## src/rtl/zigbee_apb_arbiter_pkg.sv

```systemverilog
// Shared types for the ZigBee APB arbiter slice.
// Contents:
//   state_e         - transfer sequencer states
//   req_idx_e       - requester identity (Tx or Rx)
//   TIMEOUT_DEFAULT - default ACCESS wait limit
//   rr_pick()       - two-way round-robin choice given the last-served requester
package zigbee_apb_pkg;

  typedef enum logic [1:0] {
    IDLE   = 2'd0,
    SETUP  = 2'd1,
    ACCESS = 2'd2,
    DONE   = 2'd3
  } state_e;

  typedef enum logic {
    REQ_TX = 1'b0,
    REQ_RX = 1'b1
  } req_idx_e;

  localparam int TIMEOUT_DEFAULT = 16;

  // On a tie the requester that was not served last wins. When nobody is
  // requesting the result is don't-care; the caller qualifies it.
  function automatic req_idx_e rr_pick(input logic req_tx, input logic req_rx,
                                       input req_idx_e last);
    req_idx_e pick;
    if (req_tx && req_rx) begin
      pick = (last == REQ_RX) ? REQ_TX : REQ_RX;
    end else if (req_tx) begin
      pick = REQ_TX;
    end else begin
      pick = REQ_RX;
    end
    return pick;
  endfunction

endpackage

```

## src/rtl/apb_rr_arb2.sv

```systemverilog
// Two-way round-robin arbiter with a last-served pointer.
// Ports:
//   PCLK, PRESET      - clock, synchronous active-high reset
//   req_tx, req_rx    - request levels
//   upd, upd_idx      - strobe to record upd_idx (0 = Tx, 1 = Rx) as last served
//   win_idx           - current pick (0 = Tx, 1 = Rx), combinational
//   any_req           - at least one request is high
module apb_rr_arb2
  import zigbee_apb_pkg::*;
(
  input  logic PCLK,
  input  logic PRESET,
  input  logic req_tx,
  input  logic req_rx,
  input  logic upd,
  input  logic upd_idx,
  output logic win_idx,
  output logic any_req
);

  req_idx_e last_r;
  req_idx_e pick_s;

  // Last-served pointer; reset to Rx so that Tx wins the first tie.
  always_ff @(posedge PCLK) begin
    if (PRESET) begin
      last_r <= REQ_RX;
    end else if (upd) begin
      last_r <= req_idx_e'(upd_idx);
    end else begin
      last_r <= last_r;
    end
  end

  // Winner selection from the current requests and the pointer.
  always_comb begin
    pick_s  = rr_pick(req_tx, req_rx, last_r);
    win_idx = (pick_s == REQ_RX);
    any_req = req_tx | req_rx;
  end

endmodule

```

## src/rtl/zigbee_apb_arbiter.sv

```systemverilog
// APB master shared by the ZigBee Tx and Rx interfaces.
// Each requester holds i_*_REQ with its WR/ADDR/WDATA until its o_*_DONE
// pulse. The winner's fields are latched at IDLE->SETUP, the APB setup and
// access phases are sequenced, and PREADY is awaited for at most TIMEOUT
// ACCESS cycles before an error completion.
// Ports:
//   PCLK, PRESET                      - clock, synchronous active-high reset
//   i_TX_* / i_RX_*                   - requester command inputs
//   o_TX_DONE / o_RX_DONE, o_ERR      - completion and timeout pulses
//   o_TX_GNT / o_RX_GNT               - grant, SETUP through DONE
//   o_RDATA                           - data of last completed read
//   o_BUSY                            - sequencer not idle
//   PENABLE, PnR_W, PADDR, PWDATA     - APB master outputs
//   PREADY, PRDATA                    - APB slave responses
module zigbee_apb_arbiter
  import zigbee_apb_pkg::*;
#(
  parameter int DATA_WIDTH = 8,
  parameter int ADDR_WIDTH = 2,
  parameter int TIMEOUT    = TIMEOUT_DEFAULT
) (
  input  logic                  PCLK,
  input  logic                  PRESET,
  input  logic                  i_TX_REQ,
  input  logic                  i_TX_WR,
  input  logic [ADDR_WIDTH-1:0] i_TX_ADDR,
  input  logic [DATA_WIDTH-1:0] i_TX_WDATA,
  input  logic                  i_RX_REQ,
  input  logic                  i_RX_WR,
  input  logic [ADDR_WIDTH-1:0] i_RX_ADDR,
  input  logic [DATA_WIDTH-1:0] i_RX_WDATA,
  output logic                  o_TX_DONE,
  output logic                  o_RX_DONE,
  output logic                  o_TX_GNT,
  output logic                  o_RX_GNT,
  output logic [DATA_WIDTH-1:0] o_RDATA,
  output logic                  o_ERR,
  output logic                  o_BUSY,
  output logic                  PENABLE,
  output logic                  PnR_W,
  output logic [ADDR_WIDTH-1:0] PADDR,
  output logic [DATA_WIDTH-1:0] PWDATA,
  input  logic                  PREADY,
  input  logic [DATA_WIDTH-1:0] PRDATA
);

  localparam int CNT_W = $clog2(TIMEOUT);

  state_e           state_r;
  req_idx_e         winner_r;
  logic [CNT_W-1:0] cnt_r;
  logic             win_s;
  logic             any_s;
  req_idx_e         win_e_s;
  logic             upd_s;

  apb_rr_arb2 u_arb (
    .PCLK    (PCLK),
    .PRESET  (PRESET),
    .req_tx  (i_TX_REQ),
    .req_rx  (i_RX_REQ),
    .upd     (upd_s),
    .upd_idx (winner_r == REQ_RX),
    .win_idx (win_s),
    .any_req (any_s)
  );

  // Arbiter glue: pointer advances while the completed transfer sits in DONE.
  always_comb begin
    win_e_s = req_idx_e'(win_s);
    upd_s   = (state_r == DONE);
  end

  // Transfer sequencer with all outputs registered.
  always_ff @(posedge PCLK) begin
    if (PRESET) begin
      state_r   <= IDLE;
      winner_r  <= REQ_TX;
      cnt_r     <= {CNT_W{1'b0}};
      PENABLE   <= 1'b0;
      PnR_W     <= 1'b0;
      PADDR     <= {ADDR_WIDTH{1'b0}};
      PWDATA    <= {DATA_WIDTH{1'b0}};
      o_TX_GNT  <= 1'b0;
      o_RX_GNT  <= 1'b0;
      o_TX_DONE <= 1'b0;
      o_RX_DONE <= 1'b0;
      o_ERR     <= 1'b0;
      o_RDATA   <= {DATA_WIDTH{1'b0}};
      o_BUSY    <= 1'b0;
    end else begin
      // Completion pulses last only the DONE cycle.
      o_TX_DONE <= 1'b0;
      o_RX_DONE <= 1'b0;
      o_ERR     <= 1'b0;
      case (state_r)
        IDLE: begin
          if (any_s) begin
            winner_r <= win_e_s;
            PnR_W    <= (win_e_s == REQ_RX) ? i_RX_WR    : i_TX_WR;
            PADDR    <= (win_e_s == REQ_RX) ? i_RX_ADDR  : i_TX_ADDR;
            PWDATA   <= (win_e_s == REQ_RX) ? i_RX_WDATA : i_TX_WDATA;
            o_TX_GNT <= (win_e_s == REQ_TX);
            o_RX_GNT <= (win_e_s == REQ_RX);
            o_BUSY   <= 1'b1;
            state_r  <= SETUP;
          end else begin
            state_r  <= IDLE;
          end
        end
        SETUP: begin
          PENABLE <= 1'b1;
          state_r <= ACCESS;
        end
        ACCESS: begin
          if (PREADY) begin
            PENABLE   <= 1'b0;
            if (!PnR_W) begin
              o_RDATA <= PRDATA;
            end else begin
              o_RDATA <= o_RDATA;
            end
            o_TX_DONE <= (winner_r == REQ_TX);
            o_RX_DONE <= (winner_r == REQ_RX);
            state_r   <= DONE;
          end else if (cnt_r == CNT_W'(TIMEOUT - 1)) begin
            // Counter starts at 0 on the first ACCESS cycle, so PENABLE has
            // been high for exactly TIMEOUT cycles here.
            PENABLE   <= 1'b0;
            o_RDATA   <= {DATA_WIDTH{1'b1}};
            o_ERR     <= 1'b1;
            o_TX_DONE <= (winner_r == REQ_TX);
            o_RX_DONE <= (winner_r == REQ_RX);
            state_r   <= DONE;
          end else begin
            cnt_r     <= cnt_r + CNT_W'(1);
          end
        end
        DONE: begin
          o_TX_GNT <= 1'b0;
          o_RX_GNT <= 1'b0;
          o_BUSY   <= 1'b0;
          cnt_r    <= {CNT_W{1'b0}};
          state_r  <= IDLE;
        end
        default: begin
          PENABLE  <= 1'b0;
          o_TX_GNT <= 1'b0;
          o_RX_GNT <= 1'b0;
          o_BUSY   <= 1'b0;
          cnt_r    <= {CNT_W{1'b0}};
          state_r  <= IDLE;
        end
      endcase
    end
  end

endmodule

```

## config.mk

```make
export PLATFORM = sky130hd
export DESIGN_NAME = zigbee_apb_arbiter
export DESIGN_NICKNAME = d
export VERILOG_FILES = /design/src/rtl/zigbee_apb_arbiter_pkg.sv /design/src/rtl/apb_rr_arb2.sv /design/src/rtl/zigbee_apb_arbiter.sv
export SDC_FILE = /design/constraint.sdc
export NUM_CORES = 1
export LEC_CHECK = 0
export BUFFER_PORTS_ARGS = -buffer_cell sky130_fd_sc_hd__clkbuf_2
export CELL_PAD_IN_SITES_DETAIL_PLACEMENT = 0
export CELL_PAD_IN_SITES_GLOBAL_PLACEMENT = 1
export CORE_ASPECT_RATIO = 2
export CORE_MARGIN = 3
export CORE_UTILIZATION = 30
export DETAILED_ROUTE_END_ITERATION = 8
export PLACE_DENSITY = 0.77
export RECOVER_POWER = 100
export SLEW_MARGIN = 20
export SYNTH_ARGS = -nofsm -noshare
export SYNTH_HDL_FRONTEND = slang
export SYNTH_SLANG_ARGS = --single-unit
```

## constraint.sdc

```tcl
create_clock -name PCLK -period 1.4 [get_ports PCLK]
set_input_delay 0.14 -clock PCLK [delete_from_list [all_inputs] [get_ports PCLK]]
set_output_delay 0.14 -clock PCLK [all_outputs]
set_load 0.005 [all_outputs]
```

==> results of run 1 <==
[flip-flops by register name (all words and copies together), names as in the netlist]
name	count
o_RDATA	8
cnt_r	4
o_BUSY	1
u_arb.last_r	1
o_ERR	1
o_RX_DONE	1
PnR_W	1
o_TX_DONE	1
PENABLE	1
winner_r	1
PWDATA	8
state_r	2
o_TX_GNT	1
PADDR	2
o_RX_GNT	1
[kinds of logic (layout without fill, tap and decap cells)]
logic type,Yosys count,after routing,synth area share [%]
AOI/OAI and AO/OA,67,67,25.2
adders and majority gates,6,6,4.69
buffers and inverters,26,103,6.73
DFF,34,34,42.6
muxes,1,1,0.626
and+or+nand+nor,55,55,20.2
[cells in the mapped netlist]
cell type	n	share of area [%]
o2111ai_1	1	0.55
or3b_1	1	0.55
nand3_1	7	2.2
and3_1	2	0.78
o21ai_0	26	8.1
and4b_1	1	0.63
nand4_1	2	0.78
dfxtp_1	34	43
o21a_1	1	0.47
o211ai_1	3	1.4
a31oi_1	13	5.1
mux2i_1	1	0.63
nor2b_1	2	0.78
nor2_1	11	2.6
nor4b_1	1	0.55
ha_1	6	4.7
buf_2	2	0.63
nor3_1	3	0.94
a21o_2	1	0.55
and2b_1	1	0.47
nand3b_1	13	6.1
inv_1	12	2.8
a31o_2	1	0.55
nor3b_1	2	0.94
buf_1	1	0.23
clkbuf_1	9	2.1
o21ai_1	2	0.63
nand2_1	5	1.2
o221ai_1	1	0.55
a221o_1	1	0.63
a211oi_1	8	3.8
inv_2	1	0.23
nand2b_1	2	0.78
or4_1	2	0.94
a21oi_1	8	2.5
buf_6	1	0.70
o22ai_1	1	0.39
[placed cells by master, fill, tap and decap left out, drive strengths merged, types with 3 or more instances in the layout]
cell type | Yosys | final
nand3b | 13 | 13
dfxtp | 34 | 34
o211ai | 3 | 3
o21ai | 28 | 28
nor3 | 3 | 3
nand3 | 7 | 7
ha | 6 | 6
nand2 | 5 | 5
inv | 13 | 13
nor2 | 11 | 11
a21oi | 8 | 8
a31oi | 13 | 13
a211oi | 8 | 8
clkbuf | 9 | 64
buf | 4 | 23
[stage by stage]
step | setup TNS (ps) | instances
2_1_floorplan | -33.6 | 189
3_3_place_gp | -482 | 314
3_5_place_dp | -989 | 314
4_1_cts | -34.7 | 324
5_1_grt | -217 | 324
6_report | 0 | 324
[critical path, stage by stage (launching register included)]
cell     delay, ps
dfxtp_2        340
ha_4           170
and3_4         170
or4_1          460
a21oi_1        150
[final cells by class]
type                       count  area (µm²)  share of cell area [%]
clock inverter                 3        68.8                    3.02
sequential                    34         686                    30.0
tap                           58        72.6                    3.18
inverter                      13        48.8                    2.14
multi-input combinational    129         875                    38.3
clock buffer                   5        68.8                    3.02
timing repair buffer          82         463                    20.3
[power breakdown]
group	internal, W	total [W]	switching, W
combinational	0.000623	0.00125	0.000628
sequential	0.00121	0.00136	0.000145
clock	0.000714	0.00110	0.000385
[layer usage]
layer	up-vias	global-route usage, %	routed length [µm]
met4	0	7.63	102
met5	-	0	0
met3	10	3.44	323
met2	68	29.2	2440
li1	845	-	-
met1	760	16.4	1620
[final timing paths]
check | start | endpoint | cells after the start
worst max register to register | cnt_r[1]$_SDFFE_PP0P_ | cnt_r[0]$_SDFFE_PP0P_ | 4
worst max-delay path | cnt_r[1]$_SDFFE_PP0P_ | cnt_r[0]$_SDFFE_PP0P_ | 4
worst min-delay path | i_RX_WDATA[5] | PWDATA[5]$_SDFFE_PP0P_ | 3
worst min register to register | o_RDATA[7]$_SDFFE_PP0P_ | o_RDATA[7]$_SDFFE_PP0P_ | 2
[timing repair]
action / 4_1_cts / 5_1_grt
setup endpoints to repair: 14 / 24
resized for setup: 5 / 10
pin swaps: 3 / 2
setup buffers: 2 / 0
==> flow_metrics.env, run 1 <==
export IMPL_setup_slack_ps=17.3
export IMPL_pin_count=61
export IMPL_worst_ep_required_time_ps=1610
export IMPL_clk_pin_slew_worst_paths_ps=80
export IMPL_fmax_ghz=0.723
export IMPL_p_per_area_mw_per_mm2=1620
export IMPL_netlist_area_mm2=0.00160
export IMPL_io_buffer_count=60
export IMPL_rsz0062_at_grt="yes"
export IMPL_maxSlewHeadroom_pct=76.7
export IMPL_end_kind="flip-flop"
export IMPL_ir_drop_mv=1.03
export IMPL_rows=37
export IMPL_drv_cap=0
export IMPL_grt_max_degree=25
export IMPL_arrival_ps=1590
export IMPL_gp_congestion=0.848
export IMPL_wl_per_cell_um=13.8
export IMPL_tritoncts="built"
export IMPL_drt_vias_per_instance=5.19
export IMPL_slew_viol_final=0
export IMPL_crit_type="reg -> reg"
export IMPL_power_leakage_nw=0.934
export IMPL_holdBufCountCts=0
export IMPL_cts_root_buf="clkbuf_8"
export IMPL_netlist_instances=189
export IMPL_yosysWarnings=0
export IMPL_path_max_fanout=6
export IMPL_fp_dieW_um=57.6
export IMPL_grt_first_pass_wirelength_um=7760
export IMPL_skew_ps=8.75
export IMPL_placed_area_mm2=0.00210
export IMPL_finalHoldViolations=0
export IMPL_area_growth_pct=42.7
export IMPL_ys_seq_area_share_pct=42.6
export IMPL_status="completed"
export IMPL_clk_path_buf_depth=2
export IMPL_cts_made_buffers=5
export IMPL_reg2reg_setup_slack_ps=20
export IMPL_overflow=0
export IMPL_p_total_w=0.00371
export IMPL_timing_final_crit_share_pct=98.8
export IMPL_worstSetupStartpointType="flip-flop"
export IMPL_grt_usage_pct=15.8
export IMPL_cts_num_sinks=34
export IMPL_ys_types=37
export IMPL_clk_latency_ps=290
export IMPL_initial_core_util_pct=31.1
export IMPL_layout_drive_gt1_share_pct=36.8
export IMPL_fin_area_mm2=0.00228
export IMPL_dpl_worst_slack_ps=-146
export IMPL_syn_nets=230
export IMPL_dpl_hpwl_um=3420
export IMPL_n_antenna_cell=0
export IMPL_fp_dieH_um=109
export IMPL_synth_seq_cells=34
export IMPL_finalNetCount=306
export IMPL_core_area_mm2=0.00514
export IMPL_wl_um=4480
export IMPL_hold_path_class="in -> reg"
export IMPL_syn_avg_cell_area_um2=8.46
export IMPL_via_count=1683
export IMPL_drt_iter0_drc=64
export IMPL_hold_ws_ps=95.8
export IMPL_dr_pass1_iters=4
export IMPL_ant_nets=0
export IMPL_setup_viol=0
export IMPL_post_route_util_pct=44.4
export IMPL_die_area_mm2=0.00630
export IMPL_finalCriticalPeriod_ps=1380
export IMPL_ctsHtreeMaxLevel=2
export IMPL_drc=0
export IMPL_nFillCells=516
export IMPL_first_global_vias=1736
export IMPL_grt_antenna_before_repair=0
export IMPL_tightestPinTransition_ps=350
Note: power is estimated with default switching activity, not from simulation.
==> run 2: changes to the inputs <==
==> constraint.sdc (replaced) <==
create_clock -name PCLK -period 1.4 [get_ports PCLK]
set_input_delay 0.14 -clock PCLK [delete_from_list [all_inputs] [get_ports PCLK]]
set_output_delay 0.14 -clock PCLK [all_outputs]
set_load 0.01 [all_outputs]
==> run 2 against run 1 <==
Final cell count stayed put. Combinational power is 4% higher. Clock power hardly changed. Clock skew is 0.66 ps lower. Wire length hardly changed. Critical path depth stayed put. Fmax hardly changed. Critical path type unchanged. Largest cell class unchanged.
==> flow_metrics.env, run 2 (synthesized netlist as in run 1, its figures left out) <==
export IMPL_status="completed"
export IMPL_wl_met3_um=321
export IMPL_pin_count=61
export IMPL_via_count=1681
export IMPL_ctsHtreeMaxLevel=2
export IMPL_nFillCells=519
export IMPL_gp_congestion=0.848
export IMPL_wl_met2_um=2430
export IMPL_timing_final_crit_share_pct=98.7
export IMPL_overflow=0
export IMPL_grt_first_pass_wirelength_um=7760
export IMPL_cts_num_sinks=34
export IMPL_power_leakage_nw=0.887
export IMPL_drt_vias_per_instance=5.19
export IMPL_dpl_hpwl_um=3420
export IMPL_crit_chain="ha_4 -> and3_4 -> or4_1 -> a21oi_1"
export IMPL_cts_made_buffers=5
export IMPL_finalHoldViolations=0
export IMPL_crit_type="reg -> reg"
export IMPL_p_per_area_mw_per_mm2=1660
export IMPL_slowest_delay_ps=460
export IMPL_arrival_ps=1590
export IMPL_tritoncts="built"
export IMPL_end_kind="flip-flop"
export IMPL_initial_core_util_pct=31.1
export IMPL_placed_area_mm2=0.00210
export IMPL_setup_viol=0
export IMPL_rsz0062_at_grt="yes"
export IMPL_worst_ep_required_time_ps=1610
export IMPL_pwr_share_seq_pct=36.2
export IMPL_ant_nets=0
export IMPL_rows=37
export IMPL_finalNetCount=306
export IMPL_die_area_mm2=0.00630
export IMPL_layout_drive_gt1_share_pct=31.6
export IMPL_slew_viol_final=0
export IMPL_dr_pass1_iters=4
export IMPL_grt_max_degree=25
export IMPL_most_common_layout_cells="34 x clkbuf_2, 30 x dfxtp_1, 26 x o21ai_0, 26 x clkbuf_1, 21 x buf_4"
export IMPL_top_layer="met4"
export IMPL_maxSlewHeadroom_pct=76.7
export IMPL_path_max_fanout=6
export IMPL_ir_drop_mv=1.04
export IMPL_grt_antenna_before_repair=0
export IMPL_finalCriticalPeriod_ps=1380
export IMPL_wl_um=4480
export IMPL_final_common_cell="clkbuf_2"
export IMPL_worstSetupStartpointType="flip-flop"
export IMPL_wl_per_cell_um=13.8
export IMPL_drt_iter0_drc=64
export IMPL_clk_pin_slew_worst_paths_ps=80
export IMPL_setup_slack_ps=18.3
export IMPL_dpl_worst_slack_ps=-146
export IMPL_drv_cap=0
export IMPL_hold_path_class="in -> reg"
export IMPL_p_int_w=0.00252
export IMPL_fmax_ghz=0.724
export IMPL_p_sw_w=0.00123
export IMPL_cts_root_buf="clkbuf_8"
export IMPL_core_area_mm2=0.00514
export IMPL_p_comb_share_pct=34.6
export IMPL_post_route_util_pct=44.1
export IMPL_n_antenna_cell=0
export IMPL_tightestPinTransition_ps=350
export IMPL_drc=0
export IMPL_largest_registers="PWDATA: 8 flops, o_RDATA: 8 flops, cnt_r: 4 flops"
export IMPL_first_global_vias=1736
export IMPL_area_growth_pct=41.6
export IMPL_io_buffer_count=60
export IMPL_hold_ws_ps=96.6
export IMPL_grt_usage_pct=15.8
export IMPL_fin_area_mm2=0.00226
export IMPL_crit_slowest_cell="or4_1"
export IMPL_clk_path_buf_depth=2
export IMPL_wl_met1_um=1630
export IMPL_holdBufCountCts=0
export IMPL_clk_latency_ps=290
export IMPL_fp_dieW_um=57.6
export IMPL_switching_share_pct=32.7
export IMPL_fp_dieH_um=109
export IMPL_skew_ps=8.09
export IMPL_clockPowerShare_pct=29.2
run 2: changes by cell type in the layout (fill, tap and decap cells not counted), sizes merged:
cell / before / now
clkbuf: 64 / 65
buf: 23 / 22
run 2: layout make-up:
type                            count  area [µm²]  share of cell area, %
Clock buffer                        5        68.8                   3.04
Timing Repair Buffer               82         445                   19.7
Inverter                           13        48.8                   2.15
Clock inverter                      3        68.8                   3.04
Tap cell                           58        72.6                   3.20
Multi-Input combinational cell    129         875                   38.6
Sequential cell                    34         686                   30.3
run 2: path summary, 6_finish.rpt:
path                                               from                      end  slack (ps)  cells past startpoint
worst max-delay path              cnt_r[1]$_SDFFE_PP0P_    cnt_r[0]$_SDFFE_PP0P_          20                      4
worst min-delay path                      i_RX_WDATA[5]   PWDATA[5]$_SDFFE_PP0P_         100                      3
worst max register to register    cnt_r[1]$_SDFFE_PP0P_    cnt_r[0]$_SDFFE_PP0P_          20                      4
worst min register to register  o_RDATA[7]$_SDFFE_PP0P_  o_RDATA[7]$_SDFFE_PP0P_         460                      2
run 2: stage by stage:
stage	power, W	TNS (ps)	cells
after floorplan	0.00206	-33.6	189
after global placement	0.00264	-482	314
after detailed placement	0.00264	-989	314
after CTS	0.00381	-34.7	324
after global routing	0.00402	-217	324
final	0.00375	0	324
run 2: metal layers:
layer	vias to the layer above	track usage [%]
met5	-	0
met4	0	7.63
met3	10	3.44
met2	68	29.2
met1	757	16.4
li1	846	-
run 2: timing repair:
item                                    CTS  global route
pin swaps                                 3             2
endpoints found under the hold margin     0             0
resized for setup                         5            10
endpoints found under the setup margin   14            24
buffers inserted                          2             0
run 2: worst max-delay path, delay by kind of cell (launching register included):
family,cells,cell delay [ps]
adder cells (fa/ha/maj),1,170
flip-flops,1,340
AND/OR/NAND/NOR,2,630
AO/OA/AOI/OAI,1,150
run 2: power groups by stage:
stage          combinational (W)  sequential (W)  clock (W)
6_report                 0.00130         0.00136    0.00110
5_1_grt                  0.00148         0.00138    0.00117
4_1_cts                  0.00132         0.00135    0.00114
3_5_place_dp             0.00128         0.00137          0
3_3_place_gp             0.00127         0.00136          0
2_1_floorplan           0.000619         0.00144          0
==> run 3: changes to the inputs <==
PLACE_DENSITY = unset   (was 0.77)
PLACE_DENSITY_LB_ADDON = 0.1   (was unset)
==> run 3 against run 2 <==
Critical path depth is the same. Sequential share of layout area shrank 0.26 points. Non-clock buffer count grew 4. Total power shrank 5.5%. Sequential cell count is the same. Die area is the same. Design area grew 1.0%. Largest cell class unchanged.
==> flow_metrics.env, run 3 (synthesized netlist as in run 1, its figures left out) <==
export IMPL_cts_num_sinks=34
export IMPL_slew_viol_final=0
export IMPL_gp_congestion=0.811
export IMPL_path_buf_inv=0
export IMPL_fp_dieW_um=57.6
export IMPL_final_common_cell="clkbuf_2"
export IMPL_setup_viol=0
export IMPL_crit_slowest_cell="or4_4"
export IMPL_first_global_vias=1613
export IMPL_end_kind="flip-flop"
export IMPL_p_comb_share_pct=40.0
export IMPL_tightestPinTransition_ps=336
export IMPL_wl_per_cell_um=14.2
export IMPL_rows=37
export IMPL_hold_ws_ps=95.8
export IMPL_timing_final_crit_share_pct=99.4
export IMPL_slowest_delay_ps=480
export IMPL_io_buffer_count=60
export IMPL_finalHoldViolations=0
export IMPL_whs_path_depth=2
export IMPL_grt_usage_pct=15.7
export IMPL_tritoncts="built"
export IMPL_layout_drive_gt1_share_pct=33.0
export IMPL_finalNetCount=310
export IMPL_skew_ps=6.73
export IMPL_nFillCells=546
export IMPL_drt_vias_per_instance=5.03
export IMPL_p_per_area_mw_per_mm2=1550
export IMPL_initial_core_util_pct=31.1
export IMPL_crit_chain="ha_4 -> and3_4 -> or4_4 -> a21oi_2"
export IMPL_drt_iter0_drc=51
export IMPL_p_sw_w=0.00126
export IMPL_dr_pass1_iters=4
export IMPL_worst_ep_required_time_ps=1620
export IMPL_clk_pin_slew_worst_paths_ps=80
export IMPL_hold_path_class="in -> reg"
export IMPL_clk_latency_ps=280
export IMPL_overflow=0
export IMPL_pin_count=61
export IMPL_reg2reg_setup_slack_ps=9
export IMPL_area_growth_pct=43.1
export IMPL_ir_drop_mv=0.869
export IMPL_dpl_hpwl_um=3620
export IMPL_finalCriticalPeriod_ps=1390
export IMPL_crit_type="reg -> reg"
export IMPL_worstSetupStartpointType="flip-flop"
export IMPL_pwr_share_seq_pct=38.3
export IMPL_fp_dieH_um=109
export IMPL_n_antenna_cell=0
export IMPL_most_common_layout_cells="34 x clkbuf_2, 29 x dfxtp_1, 27 x clkbuf_1"
export IMPL_clockPowerShare_pct=21.7
export IMPL_cpLargestDelayFamily="simple AND/OR/NAND/NOR gates"
export IMPL_cts_made_buffers=5
export IMPL_arrival_ps=1610
export IMPL_rsz0062_at_grt="yes"
export IMPL_grt_max_degree=26
export IMPL_core_area_mm2=0.00514
export IMPL_power_leakage_nw=0.892
export IMPL_fmax_ghz=0.719
export IMPL_path_max_fanout=7
export IMPL_ctsHtreeMaxLevel=2
export IMPL_wl_um=4640
export IMPL_maxSlewHeadroom_pct=77.6
export IMPL_grt_first_pass_wirelength_um=7650
export IMPL_drv_cap=0
export IMPL_drc=0
export IMPL_via_count=1649
export IMPL_clk_path_buf_depth=2
export IMPL_status="completed"
export IMPL_largest_registers="PWDATA: 8 flops, o_RDATA: 8 flops, cnt_r: 4 flops"
export IMPL_ant_nets=0
export IMPL_switching_share_pct=35.6
export IMPL_fin_setup_tns_ps=0
export IMPL_die_area_mm2=0.00630
export IMPL_cts_root_buf="clkbuf_8"
export IMPL_grt_antenna_before_repair=0
export IMPL_r2r_cells=4
export IMPL_p_int_w=0.00228
export IMPL_worst_path_stages=4
run 3: per-layer routing:
metal | part of all wire, % | GRT usage (%)
met4 | 2.3 | 6.47
met3 | 5.3 | 2.96
met5 | 0 | 0
met1 | 36 | 16.5
met2 | 56 | 29.5
run 3: power by group through the flow:
stage	registers, W	logic, W	clock network (W)
after global routing	0.00138	0.00161	0.000832
final	0.00136	0.00142	0.000767
after global placement	0.00136	0.00136	0
after detailed placement	0.00136	0.00137	0
after CTS	0.00136	0.00147	0.000799
after floorplan	0.00144	0.000619	0
run 3: metrics by stage:
step	instance area, µm²	setup slack [ps]	cells	utilization, %	total power [W]
floorplan	1620	-33.6	189	-	0.00206
global placement	2130	-78.0	319	41.5	0.00272
detailed placement	2130	-108	319	41.5	0.00273
CTS	2300	-5.18	328	44.8	0.00363
global route	2290	-21.5	328	44.5	0.00383
finish	2290	8.60	328	44.5	0.00354
run 3: final timing paths:
path | startpoint | to
max | cnt_r[1]$_SDFFE_PP0P_ | cnt_r[0]$_SDFFE_PP0P_
min | PRESET | winner_r$_SDFFE_PP0P_
max reg2reg | cnt_r[1]$_SDFFE_PP0P_ | cnt_r[0]$_SDFFE_PP0P_
min reg2reg | o_RDATA[7]$_SDFFE_PP0P_ | o_RDATA[7]$_SDFFE_PP0P_
run 3: final cells by class:
cell class                      instances  area, µm²  share of cell area (%)
Clock inverter                          2       12.5                   0.547
Inverter                               13       52.6                    2.30
Tap cell                               58       72.6                    3.17
Multi-Input combinational cell        129        893                    39.0
Timing Repair Buffer                   86        488                    21.3
Clock buffer                            6       82.6                    3.61
Sequential cell                        34        687                    30.0
run 3: what timing repair did:
item | CTS | global route
hold endpoints to repair | 0 | 0
endpoints found under the setup margin | 16 | 12
hold buffers | 0 | 0
setup buffers | 1 | 0
pin swaps | 4 | 1
gates cloned | 0 | 0
gates resized for setup | 14 | 5
